$ cat src/rtl/multdiv_issue_ctrl_if.sv
// Execute-stage <-> multdiv issue controller signal bundle.
// The controller takes the slave view; the pipeline/multdiv side takes the master view.
interface multdiv_issue_ctrl_if;
  logic        in_valid;
  logic        in_is_mult;
  logic        in_is_div;
  logic [31:0] in_opA;
  logic [31:0] in_opB;
  logic [4:0]  in_rd;
  logic        flush;
  logic        stall;
  logic [31:0] md_operandA;
  logic [31:0] md_operandB;
  logic        md_ctrl_MULT;
  logic        md_ctrl_DIV;
  logic [31:0] md_result;
  logic        md_exception;
  logic        md_resultRDY;
  logic        wb_valid;
  logic [4:0]  wb_rd;
  logic [31:0] wb_data;
  logic        wb_exception;
  logic        busy;
  logic        timeout;

  modport slave (
    input  in_valid, in_is_mult, in_is_div, in_opA, in_opB, in_rd, flush,
           md_result, md_exception, md_resultRDY,
    output stall, md_operandA, md_operandB, md_ctrl_MULT, md_ctrl_DIV,
           wb_valid, wb_rd, wb_data, wb_exception, busy, timeout
  );

  modport master (
    output in_valid, in_is_mult, in_is_div, in_opA, in_opB, in_rd, flush,
           md_result, md_exception, md_resultRDY,
    input  stall, md_operandA, md_operandB, md_ctrl_MULT, md_ctrl_DIV,
           wb_valid, wb_rd, wb_data, wb_exception, busy, timeout
  );
endinterface

$ cat src/rtl/multdiv_issue_ctrl.sv
// Issues one mult/div start pulse per execute-stage instruction, stalls until the
// multdiv result is ready, drains squashed operations and guards against a dead unit.
module multdiv_issue_ctrl #(
  parameter int TIMEOUT = 64,
  parameter int CNT_W   = 7
) (
  input logic                 clock,
  input logic                 reset,
  multdiv_issue_ctrl_if.slave bus
);

  typedef enum logic [2:0] {
    S_IDLE, S_ISSUE, S_WAIT, S_DONE, S_DRAIN
  } state_e;

  localparam logic [CNT_W-1:0] CNT_LAST = CNT_W'(TIMEOUT - 1);

  state_e           state_q, state_d;
  logic [CNT_W-1:0] cnt_q, cnt_d;
  logic [31:0]      opa_q, opa_d;
  logic [31:0]      opb_q, opb_d;
  logic             op_div_q, op_div_d;
  logic [4:0]       rd_q, rd_d;
  logic [4:0]       wb_rd_q, wb_rd_d;
  logic [31:0]      wb_data_q, wb_data_d;
  logic             wb_exc_q, wb_exc_d;
  logic             timeout_q, timeout_d;

  logic is_md, accept, expired;

  assign is_md   = bus.in_is_mult | bus.in_is_div;
  assign accept  = bus.in_valid & ~bus.flush & is_md;
  // The budget spans WAIT and DRAIN together, so a late flush cannot step past the limit.
  assign expired = (cnt_q >= CNT_LAST);

  always_comb begin
    state_d   = state_q;
    cnt_d     = cnt_q;
    opa_d     = opa_q;
    opb_d     = opb_q;
    op_div_d  = op_div_q;
    rd_d      = rd_q;
    wb_rd_d   = wb_rd_q;
    wb_data_d = wb_data_q;
    wb_exc_d  = wb_exc_q;
    timeout_d = timeout_q;
    case (state_q)
      S_IDLE: begin
        if (accept) begin
          if (bus.in_is_mult & bus.in_is_div) begin
            state_d   = S_DONE;
            wb_rd_d   = bus.in_rd;
            wb_data_d = '0;
            wb_exc_d  = 1'b1;
          end else begin
            state_d  = S_ISSUE;
            opa_d    = bus.in_opA;
            opb_d    = bus.in_opB;
            op_div_d = bus.in_is_div;
            rd_d     = bus.in_rd;
          end
        end
      end
      S_ISSUE: begin
        // Any resultRDY seen here belongs to the previous operation.
        cnt_d   = '0;
        state_d = bus.flush ? S_DRAIN : S_WAIT;
      end
      S_WAIT: begin
        cnt_d = cnt_q + CNT_W'(1);
        if (bus.flush) begin
          state_d = S_DRAIN;
        end else if (bus.md_resultRDY) begin
          state_d   = S_DONE;
          wb_rd_d   = rd_q;
          wb_exc_d  = bus.md_exception;
          wb_data_d = bus.md_exception ? '0 : bus.md_result;
        end else if (expired) begin
          state_d   = S_DONE;
          wb_rd_d   = rd_q;
          wb_exc_d  = 1'b1;
          wb_data_d = '0;
          timeout_d = 1'b1;
        end
      end
      S_DONE: begin
        state_d = S_IDLE;
      end
      S_DRAIN: begin
        cnt_d = cnt_q + CNT_W'(1);
        if (bus.md_resultRDY) begin
          state_d = S_IDLE;
        end else if (expired) begin
          state_d   = S_IDLE;
          timeout_d = 1'b1;
        end
      end
      default: begin
        state_d = S_IDLE;
      end
    endcase
  end

  always_ff @(posedge clock or negedge reset) begin
    if (!reset) begin
      state_q   <= S_IDLE;
      cnt_q     <= '0;
      opa_q     <= '0;
      opb_q     <= '0;
      op_div_q  <= 1'b0;
      rd_q      <= '0;
      wb_rd_q   <= '0;
      wb_data_q <= '0;
      wb_exc_q  <= 1'b0;
      timeout_q <= 1'b0;
    end else begin
      state_q   <= state_d;
      cnt_q     <= cnt_d;
      opa_q     <= opa_d;
      opb_q     <= opb_d;
      op_div_q  <= op_div_d;
      rd_q      <= rd_d;
      wb_rd_q   <= wb_rd_d;
      wb_data_q <= wb_data_d;
      wb_exc_q  <= wb_exc_d;
      timeout_q <= timeout_d;
    end
  end

  // Non-md instructions keep flowing while a squashed operation drains.
  assign bus.stall = (state_q == S_ISSUE) | (state_q == S_WAIT) |
                     ((state_q == S_IDLE) & accept) |
                     ((state_q == S_DRAIN) & bus.in_valid & is_md);

  assign bus.md_operandA  = opa_q;
  assign bus.md_operandB  = opb_q;
  assign bus.md_ctrl_MULT = (state_q == S_ISSUE) & ~op_div_q;
  assign bus.md_ctrl_DIV  = (state_q == S_ISSUE) &  op_div_q;
  assign bus.wb_valid     = (state_q == S_DONE) & ~bus.flush;
  assign bus.wb_rd        = wb_rd_q;
  assign bus.wb_data      = wb_data_q;
  assign bus.wb_exception = wb_exc_q;
  assign bus.busy         = (state_q != S_IDLE);
  assign bus.timeout      = timeout_q;

endmodule

$ cat src/flat_wrapper.sv
// flat-port wrapper written by rule: the top's interface ports become plain ports
module multdiv_issue_ctrl_flat 
#(
  parameter int TIMEOUT = 64,
  parameter int CNT_W   = 7
)
  (clock, reset, bus_in_valid, bus_in_is_mult, bus_in_is_div, bus_in_opA, bus_in_opB, bus_in_rd, bus_flush, bus_md_result, bus_md_exception, bus_md_resultRDY, bus_stall, bus_md_operandA, bus_md_operandB, bus_md_ctrl_MULT, bus_md_ctrl_DIV, bus_wb_valid, bus_wb_rd, bus_wb_data, bus_wb_exception, bus_busy, bus_timeout);
  multdiv_issue_ctrl_if bus_i ();
  input logic clock;
  input logic reset;
  input wire logic [$bits(bus_i.in_valid)-1:0] bus_in_valid;
  input wire logic [$bits(bus_i.in_is_mult)-1:0] bus_in_is_mult;
  input wire logic [$bits(bus_i.in_is_div)-1:0] bus_in_is_div;
  input wire logic [$bits(bus_i.in_opA)-1:0] bus_in_opA;
  input wire logic [$bits(bus_i.in_opB)-1:0] bus_in_opB;
  input wire logic [$bits(bus_i.in_rd)-1:0] bus_in_rd;
  input wire logic [$bits(bus_i.flush)-1:0] bus_flush;
  input wire logic [$bits(bus_i.md_result)-1:0] bus_md_result;
  input wire logic [$bits(bus_i.md_exception)-1:0] bus_md_exception;
  input wire logic [$bits(bus_i.md_resultRDY)-1:0] bus_md_resultRDY;
  output wire logic [$bits(bus_i.stall)-1:0] bus_stall;
  output wire logic [$bits(bus_i.md_operandA)-1:0] bus_md_operandA;
  output wire logic [$bits(bus_i.md_operandB)-1:0] bus_md_operandB;
  output wire logic [$bits(bus_i.md_ctrl_MULT)-1:0] bus_md_ctrl_MULT;
  output wire logic [$bits(bus_i.md_ctrl_DIV)-1:0] bus_md_ctrl_DIV;
  output wire logic [$bits(bus_i.wb_valid)-1:0] bus_wb_valid;
  output wire logic [$bits(bus_i.wb_rd)-1:0] bus_wb_rd;
  output wire logic [$bits(bus_i.wb_data)-1:0] bus_wb_data;
  output wire logic [$bits(bus_i.wb_exception)-1:0] bus_wb_exception;
  output wire logic [$bits(bus_i.busy)-1:0] bus_busy;
  output wire logic [$bits(bus_i.timeout)-1:0] bus_timeout;
  assign bus_i.in_valid = bus_in_valid;
  assign bus_i.in_is_mult = bus_in_is_mult;
  assign bus_i.in_is_div = bus_in_is_div;
  assign bus_i.in_opA = bus_in_opA;
  assign bus_i.in_opB = bus_in_opB;
  assign bus_i.in_rd = bus_in_rd;
  assign bus_i.flush = bus_flush;
  assign bus_i.md_result = bus_md_result;
  assign bus_i.md_exception = bus_md_exception;
  assign bus_i.md_resultRDY = bus_md_resultRDY;
  assign bus_stall = bus_i.stall;
  assign bus_md_operandA = bus_i.md_operandA;
  assign bus_md_operandB = bus_i.md_operandB;
  assign bus_md_ctrl_MULT = bus_i.md_ctrl_MULT;
  assign bus_md_ctrl_DIV = bus_i.md_ctrl_DIV;
  assign bus_wb_valid = bus_i.wb_valid;
  assign bus_wb_rd = bus_i.wb_rd;
  assign bus_wb_data = bus_i.wb_data;
  assign bus_wb_exception = bus_i.wb_exception;
  assign bus_busy = bus_i.busy;
  assign bus_timeout = bus_i.timeout;
  multdiv_issue_ctrl #(.TIMEOUT(TIMEOUT), .CNT_W(CNT_W)) u_core (.clock(clock), .reset(reset), .bus(bus_i));
endmodule
$ cat config.mk
export PLATFORM = sky130hd
export DESIGN_NAME = multdiv_issue_ctrl_flat
export DESIGN_NICKNAME = d
export VERILOG_FILES = /design/src/rtl/multdiv_issue_ctrl_if.sv /design/src/rtl/multdiv_issue_ctrl.sv /design/src/flat_wrapper.sv
export SDC_FILE = /design/constraint.sdc
export NUM_CORES = 1
export LEC_CHECK = 0
export ABC_AREA = 1
export BUFFER_PORTS_ARGS = -buffer_cell sky130_fd_sc_hd__buf_2
export CORE_AREA = 2 2 105 107
export DETAILED_ROUTE_END_ITERATION = 16
export DIE_AREA = 0 0 107 109
export GPL_TIMING_DRIVEN = 1
export PLACE_DENSITY = 0.85
export SLEW_MARGIN = 20
export SYNTH_ARGS = -nofsm -noshare
export SYNTH_HDL_FRONTEND = slang
export SYNTH_SLANG_ARGS = --single-unit
$ cat constraint.sdc
create_clock -name clock -period 2.8 [get_ports clock]
set_input_delay 0.56 -clock clock [delete_from_list [all_inputs] [get_ports clock]]
set_output_delay 0.56 -clock clock [all_outputs]
set_load 0.02 [all_outputs]
==> summary.txt <==
Synth
  – Post-Synthesis Cells: 638
  – Distinct cells, synth: 28
  – Mapped Nets: 748
  – Cell taking the most area after synthesis: dfrtp_1
  – Seq/Total Area, Yosys: 54.6%
  – Top cells by area, synth: dfrtp_1 55%, nand2_1 10%, inv_1 8.0%
  – Syn avg cell area: 8.55 um^2
  – Synth warnings: 0
  – Top cell type's share of synthesized area: 54.6%
  – Synth Register Bits: 119
  – Synthesized area: 0.00546 mm^2

Pwr
  – Peak VDD IR: 524 uV
  – Total chip power: 7.62 mW
  – PD cells: 1060 mW/mm^2
  – Leakage power: 4.14 nW

Timing
  – Unrepaired setup endpoints after global routing: false
  – Final setup fails: 0
  – Final hold violation count: 0
  – Final period util: 87.9%
  – Fin crit period: 2.46 ns
  – Max Fclk: 406 MHz
  – Final worst setup slack: 0.337 ns
  – Clk_skew: 0.0111 ns
  – Setup TNS Final: 0 ns
  – Max transition margin: 61.0%
  – Final Max Slew Viols: 0
  – Actual slew at the worst max-slew pin: 0.586 ns

Run
  – Max-Cap Viols: 0

Floorplanning
  – Starting Density: 51.5%
  – IO Count: 217
  – Die H: 109 um
  – Rows: 38
  – Die Wd: 107 um
  – Core area: 0.0106 mm^2
  – Die ar.: 0.0117 mm^2

Global route
  – Remaining Overflow, GRT: 0
  – GRT Util Overall: 23.0%
  – Vias in the first global route: 4497
  – Largest net degree at the start of global routing: 111
  – First-pass GRT wire length: 20900 um
  – Initial antenna violation count: 0

Worst setup path
  – CP Capture Point: bus_stall
  – Critical path cell sequence: inv_1 -> nand3_1 -> nand2_1 -> a21oi_1 -> o31ai_1 -> buf_2
  – Data arrival time of the worst path: 1.90 ns
  – Setup CP Type: flip-flop to output port
  – CP max stage cell: dfrtp_1
  – CP required: 2.24 ns
  – Crit path capture type: output port
  – Worst R2R Setup Slack: 0.89 ns
  – CP startpoint: u_core.state_q[1]
  – Path depth of the worst reg2reg path: 9
  – CP Launch Type: flip-flop
  – Worst reg2reg startpoint: u_core.cnt_q[0]
  – Critical path's largest stage delay: 0.44 ns
  – Reg2reg end: u_core.bus.wb_data[4]
  – Worst Path Max Fanout: 7

CTS
  – CTS Buf Count: 17
  – CTS sink count: 119
  – CTS Hold Bufs: 0
  – Number of H-tree levels: 4
  – Reg clk slew, reported paths: 0.06 ns
  – CTS Buffer Depth: 2
  – Buffers inserted during post-CTS setup optimization: 0
  – TritonCTS clock tree: built
  – Clk root buf: clkbuf_8
  – Later-pin clock latency in the skew report: 0.51 ns
  – Post-cts sizing count: 0

Route
  – Detailed-route DRC error count: 0
  – Drt pass-1 iters: 5
  – Vias: 4741
  – Initial DRC count: 267
  – Average routed wire per standard cell: 12.8 um
  – Final wirelength: 12800 um
  – Routed vias/inst: 4.73
  – Post-DRT Antenna Nets: 0

Place
  – Post-Place Worst Slack: 0.785 ns
  – HPWL Detailed: 8750 um
  – GP Congestion: 0.864
  – IO Port Bufs: 216

Finish
  – Commonest non-fill, non-tap cell in the layout: buf_2
  – Area growth from synthesis to layout: 31.1%
  – Final net count: 960
  – Commonest non-fill, non-tap cells in the layout: 215 x buf_2, 147 x nand2_1, 119 x dfrtp_1
  – Antenna cells: 0
  – Layout cells sized above 1: 37.1%

Outcome
  – Status: completed

Min path
  – Worst Hold Class: input port to async pin
[Yosys cell counts]
cell,number
a21oi_1,2
a22oi_1,1
a31o_2,1
a31oi_1,1
buf_2,11
buf_4,5
buf_6,7
buf_8,3
clkbuf_1,5
dfrtp_1,119
ha_1,1
inv_1,117
inv_2,3
nand2_1,147
nand2_2,27
nand3_1,53
nand4_1,1
nor2_1,43
nor2_2,3
nor3_2,1
nor3_4,1
nor4_1,1
o21ai_0,11
o21ai_1,41
o21ai_2,30
o22ai_1,1
o31ai_1,1
or2_2,1
[worst min path at each step]
stage                                            to  slack, ns  cells after the start
after detailed placement     u_core.bus.wb_data[14]       0.45                      2
after global placement        u_core.bus.wb_data[3]       0.45                      2
after floorplan           u_core.bus.md_operandA[0]       0.26                      0
after CTS                    u_core.bus.wb_data[28]       0.04                      1
final                        u_core.bus.wb_data[28]       0.03                      1
after global routing         u_core.bus.wb_data[28]       0.07                      1
[state kept, by name, summed over array words and instances, names as in the netlist]
signal                   cells
u_core.state_q               3
u_core.cnt_q                 7
u_core.bus.wb_exception      1
u_core.bus.wb_rd             5
u_core.bus.wb_data          32
u_core.rd_q                  5
u_core.bus.md_operandB      32
u_core.bus.md_operandA      32
u_core.op_div_q              1
u_core.bus.timeout           1
[per-layer routing]
metal,wire [um],up-vias,track usage (%)
met1,5350,2160,29.2
met5,0,-,0
met4,412,0,11.6
li1,-,2371,-
met2,6280,174,37.2
met3,764,36,5.26
[area by class of cell]
cell class | instances | area (um^2)
fillers | 884 | 3450
flip-flops and latches | 119 | 2980
well taps | 140 | 175
clock inverters | 9 | 123
multi-input cells | 368 | 1790
repair buffers | 224 | 1170
inverters | 120 | 450
clock buffers | 23 | 467
[through the flow]
step	utilization [%]	std cells	instance area, um^2	hold WS [ns]
global route	67.5	1003	7150	0.0682
CTS	67.5	1003	7150	0.0398
detailed placement	61.9	971	6570	0.453
global placement	61.9	971	6570	0.449
finish	67.5	1003	7150	0.0315
floorplan	-	638	5460	0.264
[worst max-delay path, delay by kind of cell (launching register included)]
family	cells	cell delay, ns
AOI/OAI and AO/OA	2	0.12
buffers and inverters	2	0.36
DFF	1	0.44
and+or+nand+nor	2	0.46
[logic make-up (layout without fill, tap and decap cells)]
family          Yosys count  count (layout)  synth area share (%)
simple gates            278             278                  22.2
buf+inv                 151             376                  12.6
flops                   119             119                  54.6
compound gates           89              89                  10.4
fa+ha+maj                 1               1                 0.229
[report_power, final]
part	leakage [nW]	switching (mW)	internal (mW)
clock	0.292	0.733	1.42
combinational	2.33	1.86	0.945
sequential	1.52	0.315	2.35
total	4.14	2.91	4.71
No activity file was read; power rests on OpenSTA's default activity.
